<file path="src/rtl/apb_pkg.sv">
// Shared APB definitions: FSM state encodings and default bus widths,
// reused by the requester, address decoder and register banks.
package apb_pkg;

  localparam int unsigned APB_AWIDTH = 4;
  localparam int unsigned APB_DWIDTH = 8;

  typedef enum logic [1:0] {
    APB_IDLE   = 2'd0,
    APB_SETUP  = 2'd1,
    APB_ACCESS = 2'd2
  } apb_state_e;

endpackage

</file>
<file path="src/rtl/apb_wait_timer.sv">
// Counts ACCESS cycles with PREADY low; flags the tick that reaches TIMEOUT.
// TIMEOUT = 0 disables expiry. The counter saturates instead of wrapping.
module apb_wait_timer #(
  parameter int unsigned TIMEOUT = 15
) (
  input  logic clk,
  input  logic rst_n,
  input  logic clear,
  input  logic enable,
  output logic expired
);

  localparam int unsigned CW = (TIMEOUT == 0) ? 1 : $clog2(TIMEOUT + 1);
  localparam logic [CW-1:0] LAST = CW'((TIMEOUT == 0) ? 0 : TIMEOUT - 1);

  logic [CW-1:0] r_count;

  always_ff @(posedge clk or negedge rst_n) begin
    if (!rst_n) begin
      r_count <= '0;
    end else if (clear) begin
      r_count <= '0;
    end else if (enable && (r_count != '1)) begin
      r_count <= r_count + CW'(1);
    end
  end

  // Asserted on the wait tick that would bring the count up to TIMEOUT
  assign expired = (TIMEOUT != 0) && enable && (r_count == LAST);

endmodule

</file>
<file path="src/rtl/apb_master.sv">
// APB requester: one outstanding single-beat command, SETUP/ACCESS sequencing,
// registered bus outputs and a one-cycle response pulse with error/timeout status.
module apb_master
  import apb_pkg::*;
#(
  parameter int unsigned AWIDTH  = APB_AWIDTH,
  parameter int unsigned DWIDTH  = APB_DWIDTH,
  parameter int unsigned TIMEOUT = 15
) (
  input  logic              PCLK,
  input  logic              PRESETn,
  input  logic              cmd_valid,
  output logic              cmd_ready,
  input  logic              cmd_write,
  input  logic [AWIDTH-1:0] cmd_addr,
  input  logic [DWIDTH-1:0] cmd_wdata,
  output logic              rsp_valid,
  output logic [DWIDTH-1:0] rsp_rdata,
  output logic              rsp_err,
  output logic              rsp_timeout,
  output logic              PSEL,
  output logic              PENABLE,
  output logic              PWRITE,
  output logic [AWIDTH-1:0] PADDR,
  output logic [DWIDTH-1:0] PWDATA,
  input  logic [DWIDTH-1:0] PRDATA,
  input  logic              PREADY,
  input  logic              PSLVERR
);

  apb_state_e r_state, w_next;

  logic              r_psel, r_penable, r_pwrite;
  logic [AWIDTH-1:0] r_paddr;
  logic [DWIDTH-1:0] r_pwdata;
  logic              r_rsp_valid, r_rsp_err, r_rsp_timeout;
  logic [DWIDTH-1:0] r_rsp_rdata;
  logic              w_accept, w_wait, w_expired, w_done;

  assign cmd_ready = (r_state == APB_IDLE) && PRESETn;
  assign w_accept  = cmd_valid && cmd_ready;
  assign w_wait    = (r_state == APB_ACCESS) && !PREADY;
  assign w_done    = (r_state == APB_ACCESS) && (PREADY || w_expired);

  apb_wait_timer #(
    .TIMEOUT (TIMEOUT)
  ) u_wait_timer (
    .clk     (PCLK),
    .rst_n   (PRESETn),
    .clear   (w_accept),
    .enable  (w_wait),
    .expired (w_expired)
  );

  always_ff @(posedge PCLK or negedge PRESETn) begin
    if (!PRESETn) begin
      r_state <= APB_IDLE;
    end else begin
      r_state <= w_next;
    end
  end

  always_comb begin
    w_next = r_state;
    case (r_state)
      APB_IDLE:   if (w_accept) w_next = APB_SETUP;
      APB_SETUP:  w_next = APB_ACCESS;
      APB_ACCESS: if (w_done) w_next = APB_IDLE;
      default:    w_next = APB_IDLE;
    endcase
  end

  // Bus controls are registered from the next state so they line up with r_state
  always_ff @(posedge PCLK or negedge PRESETn) begin
    if (!PRESETn) begin
      r_psel    <= 1'b0;
      r_penable <= 1'b0;
      r_pwrite  <= 1'b0;
      r_paddr   <= '0;
      r_pwdata  <= '0;
    end else begin
      r_psel    <= (w_next != APB_IDLE);
      r_penable <= (w_next == APB_ACCESS);
      if (w_accept) begin
        r_pwrite <= cmd_write;
        r_paddr  <= cmd_addr;
        if (cmd_write) begin
          r_pwdata <= cmd_wdata;
        end
      end
    end
  end

  always_ff @(posedge PCLK or negedge PRESETn) begin
    if (!PRESETn) begin
      r_rsp_valid   <= 1'b0;
      r_rsp_err     <= 1'b0;
      r_rsp_timeout <= 1'b0;
      r_rsp_rdata   <= '0;
    end else begin
      r_rsp_valid <= w_done;
      if (w_done) begin
        r_rsp_timeout <= !PREADY;
        r_rsp_err     <= PREADY ? PSLVERR : 1'b1;
        r_rsp_rdata   <= (PREADY && !r_pwrite) ? PRDATA : '0;
      end
    end
  end

  assign PSEL        = r_psel;
  assign PENABLE     = r_penable;
  assign PWRITE      = r_pwrite;
  assign PADDR       = r_paddr;
  assign PWDATA      = r_pwdata;
  assign rsp_valid   = r_rsp_valid;
  assign rsp_err     = r_rsp_err;
  assign rsp_timeout = r_rsp_timeout;
  assign rsp_rdata   = r_rsp_rdata;

endmodule

</file>
<file path="config.mk">
export PLATFORM = sky130hd
export DESIGN_NAME = apb_master
export DESIGN_NICKNAME = d
export VERILOG_FILES = /design/src/rtl/apb_pkg.sv /design/src/rtl/apb_wait_timer.sv /design/src/rtl/apb_master.sv
export SDC_FILE = /design/constraint.sdc
export NUM_CORES = 1
export LEC_CHECK = 0
export CAP_MARGIN = 20
export CORE_ASPECT_RATIO = 1.2
export CORE_MARGIN = 2
export CORE_UTILIZATION = 30
export CTS_CLUSTER_SIZE = 20
export DETAILED_ROUTE_END_ITERATION = 8
export GPL_TIMING_DRIVEN = 0
export RECOVER_POWER = 25
export SYNTH_ARGS = -nofsm -noshare
export SYNTH_HDL_FRONTEND = slang
export SYNTH_SLANG_ARGS = --single-unit
</file>
<file path="constraint.sdc">
create_clock -name PCLK -period 1.8 [get_ports PCLK]
set_input_delay 0.36 -clock PCLK [delete_from_list [all_inputs] [get_ports PCLK]]
set_output_delay 0.36 -clock PCLK [all_outputs]
set_load 0.03 [all_outputs]
</file>
==> results.json <==
{
  "setup_ws_ns": 0.09376,
  "crit_arrival_ns": 1.35,
  "synth_top_family_by_area": "simple AND/OR/NAND/NOR gates",
  "wl_per_cell_microns": 13.79,
  "std_cell_rows": 26,
  "cts_root_buf": "clkbuf_8",
  "multi_input_area_sq_um": 493.0,
  "synth_top_cell_area_share_pct": 60.26,
  "fillers": 400,
  "synth_seq_area_share_pct": 60.26,
  "hold_class": "input port to flop",
  "cp_max_fo": 6,
  "slew_violations": 0,
  "synth.mux.area_fraction_pct": 10.55,
  "ys.flop_type": "dfrtp_1",
  "leakagePower_nw": 0.9271,
  "hold_violations": 0,
  "setup_viol_count_final": 0,
  "num_vias": 984,
  "async_flop_share_pct": 100.0,
  "dieHeight_microns": 76.91,
  "synth_area_leaders": "dfrtp_1 (60%), mux2_4 (9.0%), a22o_1 (5.3%)",
  "fin_crit_ns": 1.706,
  "grt_overflow": 0,
  "fmax_ghz": 0.5861,
  "clock_path_buffers": 2,
  "layout.nets": 187,
  "drtPass1Iterations": 4,
  "synth_seq_cells": 32,
  "grt_max_degree": 33,
  "start_util_pct": 31.18,
  "critical_path_buf_inv_count": 1,
  "cts_buffers": 5,
  "critPathTopFamily": "flip-flops",
  "worst_slew_pin_slew_ns": 1.424,
  "crit_required_ns": 1.44,
  "ioPinCount": 53,
  "power_mw": 2.643,
  "pwr_density_cell_mw_per_mm2": 1322,
  "path_class": "flop to output port",
  "cts.clk_slew.worst_paths_ns": 0.06,
  "dpl.hpwl_mm": 2.125,
  "yosysTopAreaCell": "dfrtp_1",
  "fin_skew_ns": 0.004816,
  "synth_edf_count": 0,
  "area_growth_pct": 50.47,
  "worstPathCellList": "nor3b_1, dlygate4sd2_1",
  "peakVddDrop_mv": 0.5288,
  "synthAdderAreaFrac_pct": 1.883,
  "slowest_delay_ns": 0.43,
  "start_kind": "flop",
  "gp_congestion": 0.6952,
  "setup-tns-final_ns": 0,
  "synth-simple-area-share_pct": 14.60,
  "drv_cap": 0,
  "layout-drive-gt1-share_pct": 14.47,
  "synth_fp_nets": 128,
  "coreArea_sq_mm": 0.004262,
  "antenna_found_initial": 0,
  "numPortBuffers": 51,
  "synth_xor_area_share_pct": 0,
  "antenna_cells": 0,
  "holdWs_ns": 0.3764,
  "syn_avg_cell_area_sq_um": 13.29,
  "die_area_sq_mm": 0.004980,
  "die_x_microns": 64.76,
  "grt_first_pass_wirelength_mm": 5.064,
  "seq_area_sq_um": 800.8,
  "rsz0062_at_grt": "false",
  "clk_latency_ns": 0.28,
  "synth.distinct_cells": 28,
  "drc": 0,
  "synth_compound_area_share_pct": 10.08,
  "cts_tree": "built",
  "end_kind": "output port",
  "drt_first_iter_violations": 25,
  "fin_crit_sh_pct": 94.79,
  "outcome": "finished, final reports clean",
  "cts_sinks": 32,
  "cp_slowest_cell": "dfrtp_1",
  "relSlewSlack_pct": 5.096,
  "wirelength_mm": 2.964,
  "antenna_left": 0,
  "htree_num_levels": 2,
  "syn_area_sq_mm": 0.001329,
  "track_usage_pct": 13.31,
  "postCtsSetupRepairBufs": 0,
  "place_worst_setup_slack_ns": -0.5440,
  "yosysWarnings": 0,
  "grt_pass1_vias": 1083,
  "syn_inst": 100,
  "vias_per_cell": 4.577
}
[area by class of cell]
class / instances / share of cell area (%)
Clock buffer: 6 / 3.630
Tap cell: 56 / 3.504
Sequential cell: 32 / 40.05
Timing Repair Buffer: 52 / 26.16
Buffer: 2 / 0.6258
Multi-Input combinational cell: 62 / 24.66
Clock inverter: 1 / 0.2503
Inverter: 4 / 1.126
[per-stage QoR]
step                area, sq um  cells  util [%]
global placement           1909    207     44.80
finish                     1999    215     46.92
global route               1999    215     46.92
detailed placement         1904    207     44.69
CTS                        2007    215     47.09
floorplan                  1329    100         -
[cells in the mapped netlist (2+ instances only)]
cell      number
nand3_1        2
mux2i_1        2
dfrtp_1       32
nor3b_2        2
inv_1          2
nand2b_1       3
a21oi_1        3
o31ai_1        2
nand2_1       18
mux2_4         8
a22o_1         8
ha_1           2
[metal layers]
metal  up-vias  wire length [microns]  track usage [%]
met5         -                      0                0
met2        44                   1440            21.75
li1        472                      -                -
met3         6                    243            4.545
met1       462                   1204            14.84
met4         0                     76            7.660
[report_power, final]
| part | total, mW | switching (mW) | leakage, nW | internal [mW] |
|---|---|---|---|---|
| combinational | 1.10 | 0.572 | 0.482 | 0.525 |
| clock | 0.498 | 0.236 | 0.0410 | 0.262 |
| sequential | 1.05 | 0.130 | 0.404 | 0.919 |
[cells by family after synthesis]
family | Yosys count
compound gates | 17
fa+ha+maj | 2
buf+inv | 6
flops | 32
mux | 10
simple gates | 33
[worst paths after layout]
path	start	to	slack, ns	depth (start not counted)
max	r_state[0]$_DFF_PN0_	cmd_ready	0.09	2
min	PREADY	rsp_timeout$_DFFE_PN0P_	0.38	2
max reg2reg	u_wait_timer.r_count[0]$_DFFE_PN0P_	rsp_rdata[7]$_DFFE_PN0P_	0.22	5
min reg2reg	PADDR[1]$_DFFE_PN0P_	PADDR[1]$_DFFE_PN0P_	0.47	2
max in group asynchronous	PRESETn	PWDATA[7]$_DFFE_PN0P_	0.36	2
min in group asynchronous	PRESETn	PSEL$_DFF_PN0_	0.60	2
[state kept, by name, indices dropped and copies added, names as in the netlist, 2 cells and up]
signal and flops:
r_state 2, u_wait_timer.r_count 4, PADDR 4, PWDATA 8, rsp_rdata 8
[cells in the final DEF, fill, tap and decap left out]
master / netlist / final
and3_1: 1 / 1
o21ai_2: 1 / 1
dlymetal6s4s_1: 0 / 1
nor3b_2: 2 / 2
a2bb2oi_1: 1 / 1
clkbuf_8: 0 / 5
nand2_8: 1 / 1
a211oi_1: 1 / 1
clkbuf_1: 0 / 1
nor3_1: 1 / 1
a21oi_1: 3 / 3
clkdlybuf4s50_1: 0 / 49
inv_2: 1 / 1
a41oi_1: 1 / 1
buf_6: 0 / 1
clkinv_2: 0 / 1
inv_8: 1 / 1
ha_1: 2 / 2
a22o_1: 8 / 8
buf_4: 1 / 1
and4b_1: 1 / 1
nor4_1: 1 / 1
nand2_1: 18 / 18
o31ai_1: 2 / 2
mux2i_1: 2 / 2
buf_2: 1 / 1
nand4bb_1: 1 / 1
nand2b_1: 3 / 3
nor2b_1: 1 / 1
nand3_1: 2 / 2
mux2_4: 8 / 8
dlygate4sd2_1: 0 / 1
nor3b_1: 1 / 1
dfrtp_1: 32 / 32
inv_1: 2 / 2
[what timing repair did]
action,CTS,global route
hold endpoints to repair,32,0
setup endpoints to repair,1,0
hold buffers,1,0
gates resized for setup,3,0
Power figures use the tool's default switching activity.
